<file path="config.mk">
export PLATFORM = sky130hd
export DESIGN_NAME = mxv_engine_param
export DESIGN_NICKNAME = d
export VERILOG_FILES = /design/src/rtl/mxv_pkg.sv /design/src/rtl/mxv_result_fifo.sv /design/src/rtl/mxv_engine_param.sv
export SDC_FILE = /design/constraint.sdc
export NUM_CORES = 1
export LEC_CHECK = 0
export ABC_AREA = 1
export ABC_CLOCK_PERIOD_IN_PS = 5500
export CORE_MARGIN = 2
export CORE_UTILIZATION = 60
export DETAILED_ROUTE_END_ITERATION = 6
export PLACE_DENSITY = 0.86
export SLEW_MARGIN = 30
export SYNTH_ARGS = -nofsm -noshare
export SYNTH_HDL_FRONTEND = slang
export SYNTH_SLANG_ARGS = --single-unit
</file>
<file path="constraint.sdc">
create_clock -name clk -period 5.5 [get_ports clk]
set_input_delay 1.1 -clock clk [delete_from_list [all_inputs] [get_ports clk]]
set_output_delay 1.1 -clock clk [all_outputs]
set_load 0.01 [all_outputs]
</file>
<file path="src/rtl/mxv_pkg.sv">
// Shared types and defaults for the mxv matrix-vector engine.
package mxv_pkg;

  localparam int MXV_N     = 4;
  localparam int MXV_LANES = 2;
  localparam int MXV_DW    = 8;
  localparam int MXV_RW    = 2 * MXV_DW + $clog2(MXV_N);

  typedef logic [MXV_DW-1:0] mxv_elem_t;
  typedef logic [MXV_RW-1:0] mxv_result_t;

  typedef enum logic [2:0] {
    ST_IDLE,
    ST_LOAD_M,
    ST_LOAD_V,
    ST_COMPUTE,
    ST_WRITE
  } mxv_eng_state_e;

endpackage

</file>
<file path="src/rtl/mxv_result_fifo.sv">
// Result FIFO with registered storage; out data reads as zero while empty.
module mxv_result_fifo
  import mxv_pkg::*;
#(
  parameter int W     = MXV_RW,
  parameter int DEPTH = 8
) (
  input  logic         clk,
  input  logic         rst,
  input  logic         push,
  input  logic [W-1:0] push_data,
  input  logic         pop,
  output logic         full,
  output logic         empty,
  output logic [W-1:0] pop_data
);

  localparam int AW   = (DEPTH > 1) ? $clog2(DEPTH) : 1;
  localparam int CNTW = $clog2(DEPTH + 1);

  logic [W-1:0]    mem_q [DEPTH];
  logic [AW-1:0]   wr_ptr_q, wr_ptr_d, rd_ptr_q, rd_ptr_d;
  logic [CNTW-1:0] count_q, count_d;
  logic            do_push, do_pop;

  assign full     = (count_q == CNTW'(DEPTH));
  assign empty    = (count_q == '0);
  assign do_push  = push && !full;
  assign do_pop   = pop && !empty;
  assign pop_data = empty ? '0 : mem_q[rd_ptr_q];

  always_comb begin
    wr_ptr_d = wr_ptr_q;
    rd_ptr_d = rd_ptr_q;
    count_d  = count_q;
    if (do_push) wr_ptr_d = wr_ptr_q + AW'(1);
    if (do_pop)  rd_ptr_d = rd_ptr_q + AW'(1);
    case ({do_push, do_pop})
      2'b10:   count_d = count_q + CNTW'(1);
      2'b01:   count_d = count_q - CNTW'(1);
      default: count_d = count_q;
    endcase
  end

  always_ff @(posedge clk) begin
    if (rst) begin
      wr_ptr_q <= '0;
      rd_ptr_q <= '0;
      count_q  <= '0;
    end else begin
      wr_ptr_q <= wr_ptr_d;
      rd_ptr_q <= rd_ptr_d;
      count_q  <= count_d;
    end
  end

  always_ff @(posedge clk) begin
    if (do_push) mem_q[wr_ptr_q] <= push_data;
  end

endmodule

</file>
<file path="src/rtl/mxv_engine_param.sv">
// Byte-serial matrix-vector engine: loads M and v, computes y = M*v on LANES MAC lanes.
// state      | meaning
// IDLE       | waiting for header byte N_act
// LOAD_M     | storing N_act*N_act matrix bytes, row-major
// LOAD_V     | storing N_act vector bytes
// COMPUTE    | one MAC per lane per cycle over k = 0..N_act-1
// WRITE      | pushing valid lane results of the group into the FIFO
module mxv_engine_param
  import mxv_pkg::*;
#(
  parameter int N     = MXV_N,
  parameter int LANES = MXV_LANES,
  parameter int DW    = MXV_DW,
  parameter int DEPTH = 8,
  parameter int RW    = 2 * DW + $clog2(N)
) (
  input  logic          clk,
  input  logic          rst,
  input  logic          rcv,
  input  logic [DW-1:0] data,
  input  logic          out_ready,
  output logic          out_valid,
  output logic [RW-1:0] out_data,
  output logic          busy,
  output logic          done,
  output logic          error
);

  localparam int CW = $clog2(N + 1);
  localparam int IW = (N > 1) ? $clog2(N) : 1;
  localparam int LW = (LANES > 1) ? $clog2(LANES) : 1;

  mxv_eng_state_e state_q, state_d;
  logic [CW-1:0]  n_act_q, n_act_d, r_q, r_d, c_q, c_d, k_q, k_d, g_q, g_d;
  logic [LW-1:0]  lane_q, lane_d;
  logic           busy_q, busy_d, done_q, done_d, error_q, error_d;

  logic [DW-1:0]  mat_q [N][N];
  logic [DW-1:0]  vec_q [N];
  logic           mat_we, vec_we, header_ok;
  logic [CW-1:0]  n_last, row_base, wr_row;
  logic [RW-1:0]  lane_res [LANES];
  logic           fifo_push, fifo_full, fifo_empty;

  assign header_ok = (data != '0) && (int'(data) <= N);
  assign n_last    = n_act_q - CW'(1);
  assign row_base  = g_q * CW'(LANES);
  assign wr_row    = row_base + CW'(lane_q);

  always_comb begin
    state_d   = state_q;
    n_act_d   = n_act_q;
    r_d       = r_q;
    c_d       = c_q;
    k_d       = k_q;
    g_d       = g_q;
    lane_d    = lane_q;
    done_d    = 1'b0;
    error_d   = 1'b0;
    mat_we    = 1'b0;
    vec_we    = 1'b0;
    fifo_push = 1'b0;
    case (state_q)
      ST_IDLE: if (rcv) begin
        if (header_ok) begin
          n_act_d = CW'(data);
          r_d     = '0;
          c_d     = '0;
          state_d = ST_LOAD_M;
        end else begin
          error_d = 1'b1;
        end
      end
      ST_LOAD_M: if (rcv) begin
        mat_we = 1'b1;
        if (c_q == n_last) begin
          c_d = '0;
          if (r_q == n_last) begin
            r_d     = '0;
            state_d = ST_LOAD_V;
          end else begin
            r_d = r_q + CW'(1);
          end
        end else begin
          c_d = c_q + CW'(1);
        end
      end
      ST_LOAD_V: if (rcv) begin
        vec_we = 1'b1;
        if (c_q == n_last) begin
          c_d     = '0;
          g_d     = '0;
          k_d     = '0;
          state_d = ST_COMPUTE;
        end else begin
          c_d = c_q + CW'(1);
        end
      end
      ST_COMPUTE: begin
        error_d = rcv;
        if (k_q == n_last) begin
          k_d     = '0;
          lane_d  = '0;
          state_d = ST_WRITE;
        end else begin
          k_d = k_q + CW'(1);
        end
      end
      ST_WRITE: begin
        error_d = rcv;
        // Full is judged before any same-cycle pop, so a full FIFO always stalls here.
        if (!fifo_full) begin
          fifo_push = 1'b1;
          if (wr_row == n_last) begin
            done_d  = 1'b1;
            state_d = ST_IDLE;
          end else if (lane_q == LW'(LANES - 1)) begin
            g_d     = g_q + CW'(1);
            k_d     = '0;
            state_d = ST_COMPUTE;
          end else begin
            lane_d = lane_q + LW'(1);
          end
        end
      end
      default: state_d = ST_IDLE;
    endcase
    busy_d = (state_d != ST_IDLE);
  end

  always_ff @(posedge clk) begin
    if (rst) begin
      state_q <= ST_IDLE;
      n_act_q <= '0;
      r_q     <= '0;
      c_q     <= '0;
      k_q     <= '0;
      g_q     <= '0;
      lane_q  <= '0;
      busy_q  <= 1'b0;
      done_q  <= 1'b0;
      error_q <= 1'b0;
    end else begin
      state_q <= state_d;
      n_act_q <= n_act_d;
      r_q     <= r_d;
      c_q     <= c_d;
      k_q     <= k_d;
      g_q     <= g_d;
      lane_q  <= lane_d;
      busy_q  <= busy_d;
      done_q  <= done_d;
      error_q <= error_d;
    end
  end

  always_ff @(posedge clk) begin
    if (mat_we) mat_q[r_q[IW-1:0]][c_q[IW-1:0]] <= data;
    if (vec_we) vec_q[c_q[IW-1:0]] <= data;
  end

  // Lanes past N_act still accumulate stale data; WRITE never pushes them.
  for (genvar j = 0; j < LANES; j++) begin : g_lane
    logic [IW-1:0] row;
    logic [RW-1:0] prod, acc_q, acc_d;

    assign row  = row_base[IW-1:0] + IW'(j);
    assign prod = RW'(mat_q[row][k_q[IW-1:0]]) * RW'(vec_q[k_q[IW-1:0]]);

    always_comb begin
      acc_d = acc_q;
      if (state_q == ST_COMPUTE) acc_d = ((k_q == '0) ? '0 : acc_q) + prod;
    end

    always_ff @(posedge clk) begin
      if (rst) acc_q <= '0;
      else     acc_q <= acc_d;
    end

    assign lane_res[j] = acc_q;
  end

  mxv_result_fifo #(.W(RW), .DEPTH(DEPTH)) u_fifo (
    .clk       (clk),
    .rst       (rst),
    .push      (fifo_push),
    .push_data (lane_res[lane_q]),
    .pop       (out_valid && out_ready),
    .full      (fifo_full),
    .empty     (fifo_empty),
    .pop_data  (out_data)
  );

  assign out_valid = !fifo_empty;
  assign busy      = busy_q;
  assign done      = done_q;
  assign error     = error_q;

endmodule

</file>
## After elaboration in Yosys (flattened, before gate mapping)

Memories as Yosys holds them, arrays and structs flattened. A register that Yosys moved wholly into a read port is not among the register bits.
Cells that the tools add are included.

| storage, ports and cells | value |
|---|---|
| ROM bits | 0 |
| latch bits | 0 |
| RAM bits | 304 |
| input port bits | 12 |
| memories | 3 |
| bits in registers | 68 |
| word-level logic and storage cells | 165 |
| output and inout port bits | 22 |

| operators by class | value |
|---|---|
| equal/unequal tests | 22 |
| divide/modulo/power cells | 0 |
| $lt $le $gt $ge | 5 |
| $add $sub $neg | 14 |
| bitwise logic cells | 4 |
| shift-type cells | 0 |
| reductions and logical operators | 27 |
| muxes and demuxes | 73 |
| multiply operators | 2 |

Memory list:

| name | words | width | read ports | clocked after memory_dff | write ports | line | RTL |
|---|---|---|---|---|---|---|---|
| u_fifo.mem_q | 8 | 18 | 1 | 1 | 1 | mxv_result_fifo.sv:21 | `logic [W-1:0] mem_q [DEPTH];` |
| mat_q | 4 | 32 | 2 | 1 | 1 | mxv_engine_param.sv:38 | `logic [DW-1:0] mat_q [N][N];` |
| vec_q | 4 | 8 | 1 | 1 | 1 | mxv_engine_param.sv:39 | `logic [DW-1:0] vec_q [N];` |

Operators by type and width:

| kind | count |
|---|---|
| $mux 18 | 6 |
| $mux 3 | 29 |
| $mux 8 | 5 |
| $add 18x16->18 | 2 |
| $bmux 8 s2 | 2 |
| $mul 8x8->16 | 2 |
| $mux 32 | 1 |
| $ne 2x2->1 const B | 10 |
| $add 3x1->3 const B | 6 |
| $pmux 3 s2 | 3 |
| $mux 1 | 17 |
| $demux 8 s2 | 1 |
| $pmux 3 s5 | 1 |
| $eq 3x3->1 | 4 |
| $reduce_and 6->1 | 2 |
| $reduce_bool 2->1 | 5 |
| $pmux 3 s3 | 1 |
| $le 8x3->1 const B | 1 |
| $mux 2 | 4 |
| $pmux 4 s2 | 1 |
| $reduce_and 4->1 | 2 |
| $reduce_bool 8->1 | 1 |
| $eq 3x2->1 const B | 2 |
| $ge 3x3->1 const B | 2 |
| 27 further kinds | 37 |

## Logic depth before layout (Yosys ltp)

| depth | value |
|---|---|
| word-level depth | 7 |
| depth in mapped cells | 27 |

## By module

A second synthesis with hierarchy kept.

| unflattened totals | value |
|---|---|
| cell total of the unflattened synthesis | 2159 |
| area total of the unflattened synthesis | 21151.5 sq um |

By module, submodules not included:

| module | sequential area each (sq um) | times used | area an instance (sq um) | cells each |
|---|---|---|---|---|
| mxv_engine_param | 6005.8 | 1 | 14697.8 | 1635 |
| mxv_result_fifo | 4584.4 | 1 | 6453.7 | 524 |

## Worst setup path after synthesis

Ideal clock, no wire load.

| timing path | value |
|---|---|
| path type | register -> register |
| start point | register k_q[1] |
| end point | register g_lane[0].acc_q[17] |
| path buffers | 4 |
| setup slack | 0.771 ns |
| setup time | 0.117 ns |
| period minus slack after synthesis | 4.729 ns |
| cell stages (with the launch flop) | 26 |
| arrival | 4.612 ns |
| cell sequence | dfxtp_1 -> buf_4 -> inv_2 -> buf_2 -> ha_1 -> nand2_1 -> buf_2 -> buf_1 -> nand2_1 -> fa_1 -> inv_1 -> fa_1 -> inv_1 -> fa_1 -> fa_1 -> inv_1 -> ha_1 -> nand3_1 -> nand2_1 -> nand2_1 -> nand2_1 -> nand3_1 -> nand3_1 -> nand2_1 -> nor2_1 -> nor2_1 |

| on the way | value |
|---|---|
| word-level cells in the longest chain between the ends | 6 |
| elaborated cells between the ends (all ways) | 8 |
| classes of those cells | add/sub (1); mul (1); mux (4); bitwise (1); reduce/logical (1) |

Ends and longest elaborated chain:

| what | line | RTL |
|---|---|---|
| from (decl) | mxv_engine_param.sv:34 | `logic [CW-1:0] n_act_q, n_act_d, r_q, r_d, c_q, c_d, k_q, k_d, g_q, g_d;` |
| from (signal assigned) | mxv_engine_param.sv:148 | `k_q <= k_d;` |
| $not 2->3 (implied by the code) | mxv_engine_param.sv:168 | `assign prod = RW'(mat_q[row][k_q[IW-1:0]]) * RW'(vec_q[k_q[IW-1:0]]);` |
| $bmux 8 s2 | mxv_engine_param.sv:168 |  |
| $mux 8 (implied by the code) (2 in a row) | mxv_engine_param.sv:168 |  |
| $mul 8x8->16 | mxv_engine_param.sv:168 |  |
| $add 18x16->18 * | mxv_engine_param.sv:172 | `if (state_q == ST_COMPUTE) acc_d = ((k_q == '0) ? '0 : acc_q) + prod;` |
| to (signal assigned) | mxv_engine_param.sv:176 | `if (rst) acc_q <= '0;` |
| to (signal assigned) | mxv_engine_param.sv:177 | `else acc_q <= acc_d;` |
| to (decl) | mxv_engine_param.sv:165 | `logic [RW-1:0] prod, acc_q, acc_d;` |

Every way passes the cells marked *; elsewhere a longest branch is shown, timed or not. The select of a mux whose other input is x is not followed.
A chain may end at the register's enable or synchronous reset.

==> results.md <==
* Fin crit period at 5.21 ns
* WL met2 at ~25000 µm
* Vias in the first global route at 15700
* CTS Root Cell: clkbuf_16
* Slew Limit Fails at 0
* Worst EP arrival at 5.63 ns
* # fillers at 2452
* Synth Area in Simple Gates at 0.156
* Setup TNS at 0 ns
* DP HPWL at approximately 34000 µm
* Area growth syn-to-layout at 9.71%
* Routed wire per std cell at between 15 and 20 µm
* Finished Cell Area at between 0.02 and 0.025 mm²
* CTS tree: built
* # hold bufs at CTS at 0
* Avg Cell Area, Syn at 9.74 µm²
* Routed length on met1 at 18900 µm
* Sequential element share of the synthesized area at 0.505
* Utilization after layout at 0.667
* Skew-Pair Late Insertion Delay at 0.53 ns
* CTS H-tree depth at 2
* Antenna Cells at 0
* Post-synthesis net count at about 2400
* Most common library cells after synthesis: nor2_1 (410), edfxtp_1 (304), nand2_1 (299), inv_1 (277), o21ai_0 (171)
* Grt ovf at 0
* Synth Warn # at 0
* Worst EP required at between 5 and 6 ns
* CP peak stage delay at 0.60 ns
* Uppermost layer routed: met4
* Startpoint types: flop
* Die height at 191 µm
* Starting Density at 0.608
* Residual DRC count at 0
* Synth Area in Compound Gates at 0.101
* Hold Path Class: flop to flop
* Worst-case reg-to-reg path depth at 22
* Worst setup EP type: flop
* Clk sinks at 377
* Crit-path slowest cell: a32oi_2
* Initial drt markers at about 1700
* Total I/O pin count at 34
* Post-synth EDFFs at 304
* Post-synthesis mux area share at 0
* Largest net degree at the start of global routing at 73
* Max IR drop VDD at 0.000272 V
* P_leak at 0.00912 µW
* Gpl congestion at around 0.9
* Xor/xnor share of the synthesized area at 0.00752
* Max Freq at 0.192 GHz
* Status: finished, final reports clean
* Top-count cell post-synth: nor2_1
* Width of the die at 191 µm
* Core box area at 0.0345 mm²
* Post-DP Area at 0.0217 mm²
* Synth area leader: edfxtp_1
* Final setup viols at 0
* # rows at 68
* Drt total wl at ~50000 µm
* Antenna Violating Nets Remaining at 0
* Global-route wire length before repair at 79400 µm
* Crit Path Max Fanout at 16
* First-pass iteration count of the detailed router at 6
* Slew HR at 0.323
* WL met3 at 3840 µm
* Worst-path cell chain: buf_4 > or2_2 > a32oi_2 > buf_4 > nor2_1 > fa_1 > fa_1 > inv_1 > fa_1 > fa_1 > inv_1 > ha_1 > a21oi_1 > o21ai_2 > nand2_1 > nand2_1 > nand2_1 > nand2_1 > nand2_1 > nand3_1 > nand2_1 > inv_1
* Post-Synth Adder-Cell Area at 0.154
* Setup Crit Path Kind: flop to flop
* Power per cell area at around 290 mW/mm²
* Worst-case clock buffer depth at 3
* Syn Std Cell Area at between 0.02 and 0.025 mm²
* Maxcap violations at 0
* Cells after Synth at 2151
* Multi-input gate area at 0.00883 mm²
* Top cells by area, synth: edfxtp_1 (44%), fa_1 (9.6%), nor2_1 (7.3%), dfxtp_1 (7.0%), ha_1 (5.7%)
* RSZ-0062 raised after global routing: no
* Top cell by count, worst path: nand2_1
* DIE AREA at roughly 0.036 mm²
* Combinational family with the most area after synthesis: simple AND/OR/NAND/NOR gates
* Via-to-Cell Ratio at 5.86
* Clk_skew at 0.0156 ns
* Final Hold Fails at 0
* GRT Total Usage at 0.280
* Worst hold path cell count at 2
* Count of cell types in the netlist at 38
* Sequential cell area at 0.0106 mm²
* Worst Tran Pin Value at roughly 1 ns
* Fin crit share at 0.947
* Vias at 15600
* Total CTS buffers at 38
* Number of antenna violations at the first check in global routing at 0
* Share of layout cells above drive strength 1 at 0.0767
* Clock-pin slew on the worst setup and hold paths at roughly 0.060 ns
* Most used flip-flop cell after synthesis: edfxtp_1
* Share of the synthesized area in the top cell type at 0.436
* NumNets Final at around 2400
* Async SR Flop Fraction at 0
* Port bufs at 33
* Synthesized flop and latch total at 377
## registers in the layout, summed over array words and instances, names as in the netlist, named ones only
name             count
k_q                  3
u_fifo.rd_ptr_q      3
lane_q               1
vec_q               32
u_fifo.wr_ptr_q      3
mat_q              128
error                1
u_fifo.count_q       4
n_act_q              3
c_q                  3
u_fifo.mem_q       144
done                 1
busy                 1
g_lane.acc_q        36
state_q              3
r_q                  3
g_q                  2
## layout make-up
type / count / share of cell area
Multi-Input combinational cell: 1379 / 0.384
Inverter: 312 / 0.0513
Timing Repair Buffer: 65 / 0.0250
Clock buffer: 53 / 0.0465
Clock inverter: 16 / 0.00756
Tap cell: 455 / 0.0248
Sequential cell: 377 / 0.461
## per-layer routing
layer | GRT usage | up-vias
li1 | - | 7167
met1 | 0.344 | 7440
met2 | 0.487 | 795
met3 | 0.0378 | 172
met4 | 0.135 | 0
met5 | 0 | -
## worst paths after layout
| kind | from | endpoint | slack [ns] |
|---|---|---|---|
| setup / recovery | flop | g_lane[1].acc_q[13]$_SDFFE_PP0P_ | 0.29 |
| hold / removal | u_fifo.rd_ptr_q[2]$_SDFFE_PP0P_ | u_fifo.rd_ptr_q[2]$_SDFFE_PP0P_ | 0.47 |
| setup reg to reg | flop | g_lane[1].acc_q[13]$_SDFFE_PP0P_ | 0.29 |
| hold reg to reg | u_fifo.rd_ptr_q[2]$_SDFFE_PP0P_ | u_fifo.rd_ptr_q[2]$_SDFFE_PP0P_ | 0.47 |
## through the flow
| stage | hold slack (ns) | setup WS, ns | total power, µW | std cells |
|---|---|---|---|---|
| floorplan | 0.433 | 0.771 | 3770 | 2151 |
| global placement | 0.448 | 0.430 | 4160 | 2588 |
| detailed placement | 0.453 | 0.326 | 4190 | 2588 |
| CTS | 0.469 | 0.316 | 6740 | 2657 |
| global route | 0.499 | 0.0190 | 6940 | 2657 |
| finish | 0.468 | 0.292 | 6730 | 2657 |
## critical path, delay by kind of cell (launching register included)
family	cells	cell delay (ns)
AND/OR/NAND/NOR	9	0.93
adder cells (fa/ha/maj)	5	2.29
buffers and inverters	5	0.60
flip-flops	1	0.34
AO/OA/AOI/OAI	3	0.94
## logic make-up after synthesis
logic type	after synthesis
AOI/OAI and AO/OA	349
adders and majority gates	197
DFF	377
and+or+nand+nor	815
buffers and inverters	395
xor gates and xnor gates	18
## cell usage in the layout (no fill, tap or decap), types with 5 or more instances in the layout
cell type        count
xnor2_1              6
o32ai_1             36
clkbuf_1            10
o21a_1               5
clkdlybuf4s50_1     33
nor3_1               7
o21ai_1              7
inv_2               32
nor2_4               8
nand2_2              7
buf_4               31
nand2_1            298
a32oi_2              8
a21oi_1             86
nor2_1             403
ha_1                96
nand4_1             10
xor2_1              12
nor2_2               6
or2_2                6
inv_1              277
o21ai_0            169
dfxtp_1             70
o221ai_1            32
clkbuf_16           39
edfxtp_1           304
nand3_1             64
fa_1               101
## where the power goes
part | switching (µW) | leakage (µW) | internal (µW)
registers | 55.9 | 0.00304 | 3080
logic | 589 | 0.00549 | 425
clock network | 1070 | 0.000592 | 1510
## timing repair
item / CTS / global route
setup buffers: 0 / 0
endpoints found under the setup margin: 0 / 7
gates resized for setup: 0 / 7
Note: power is estimated with default switching activity, not from simulation.
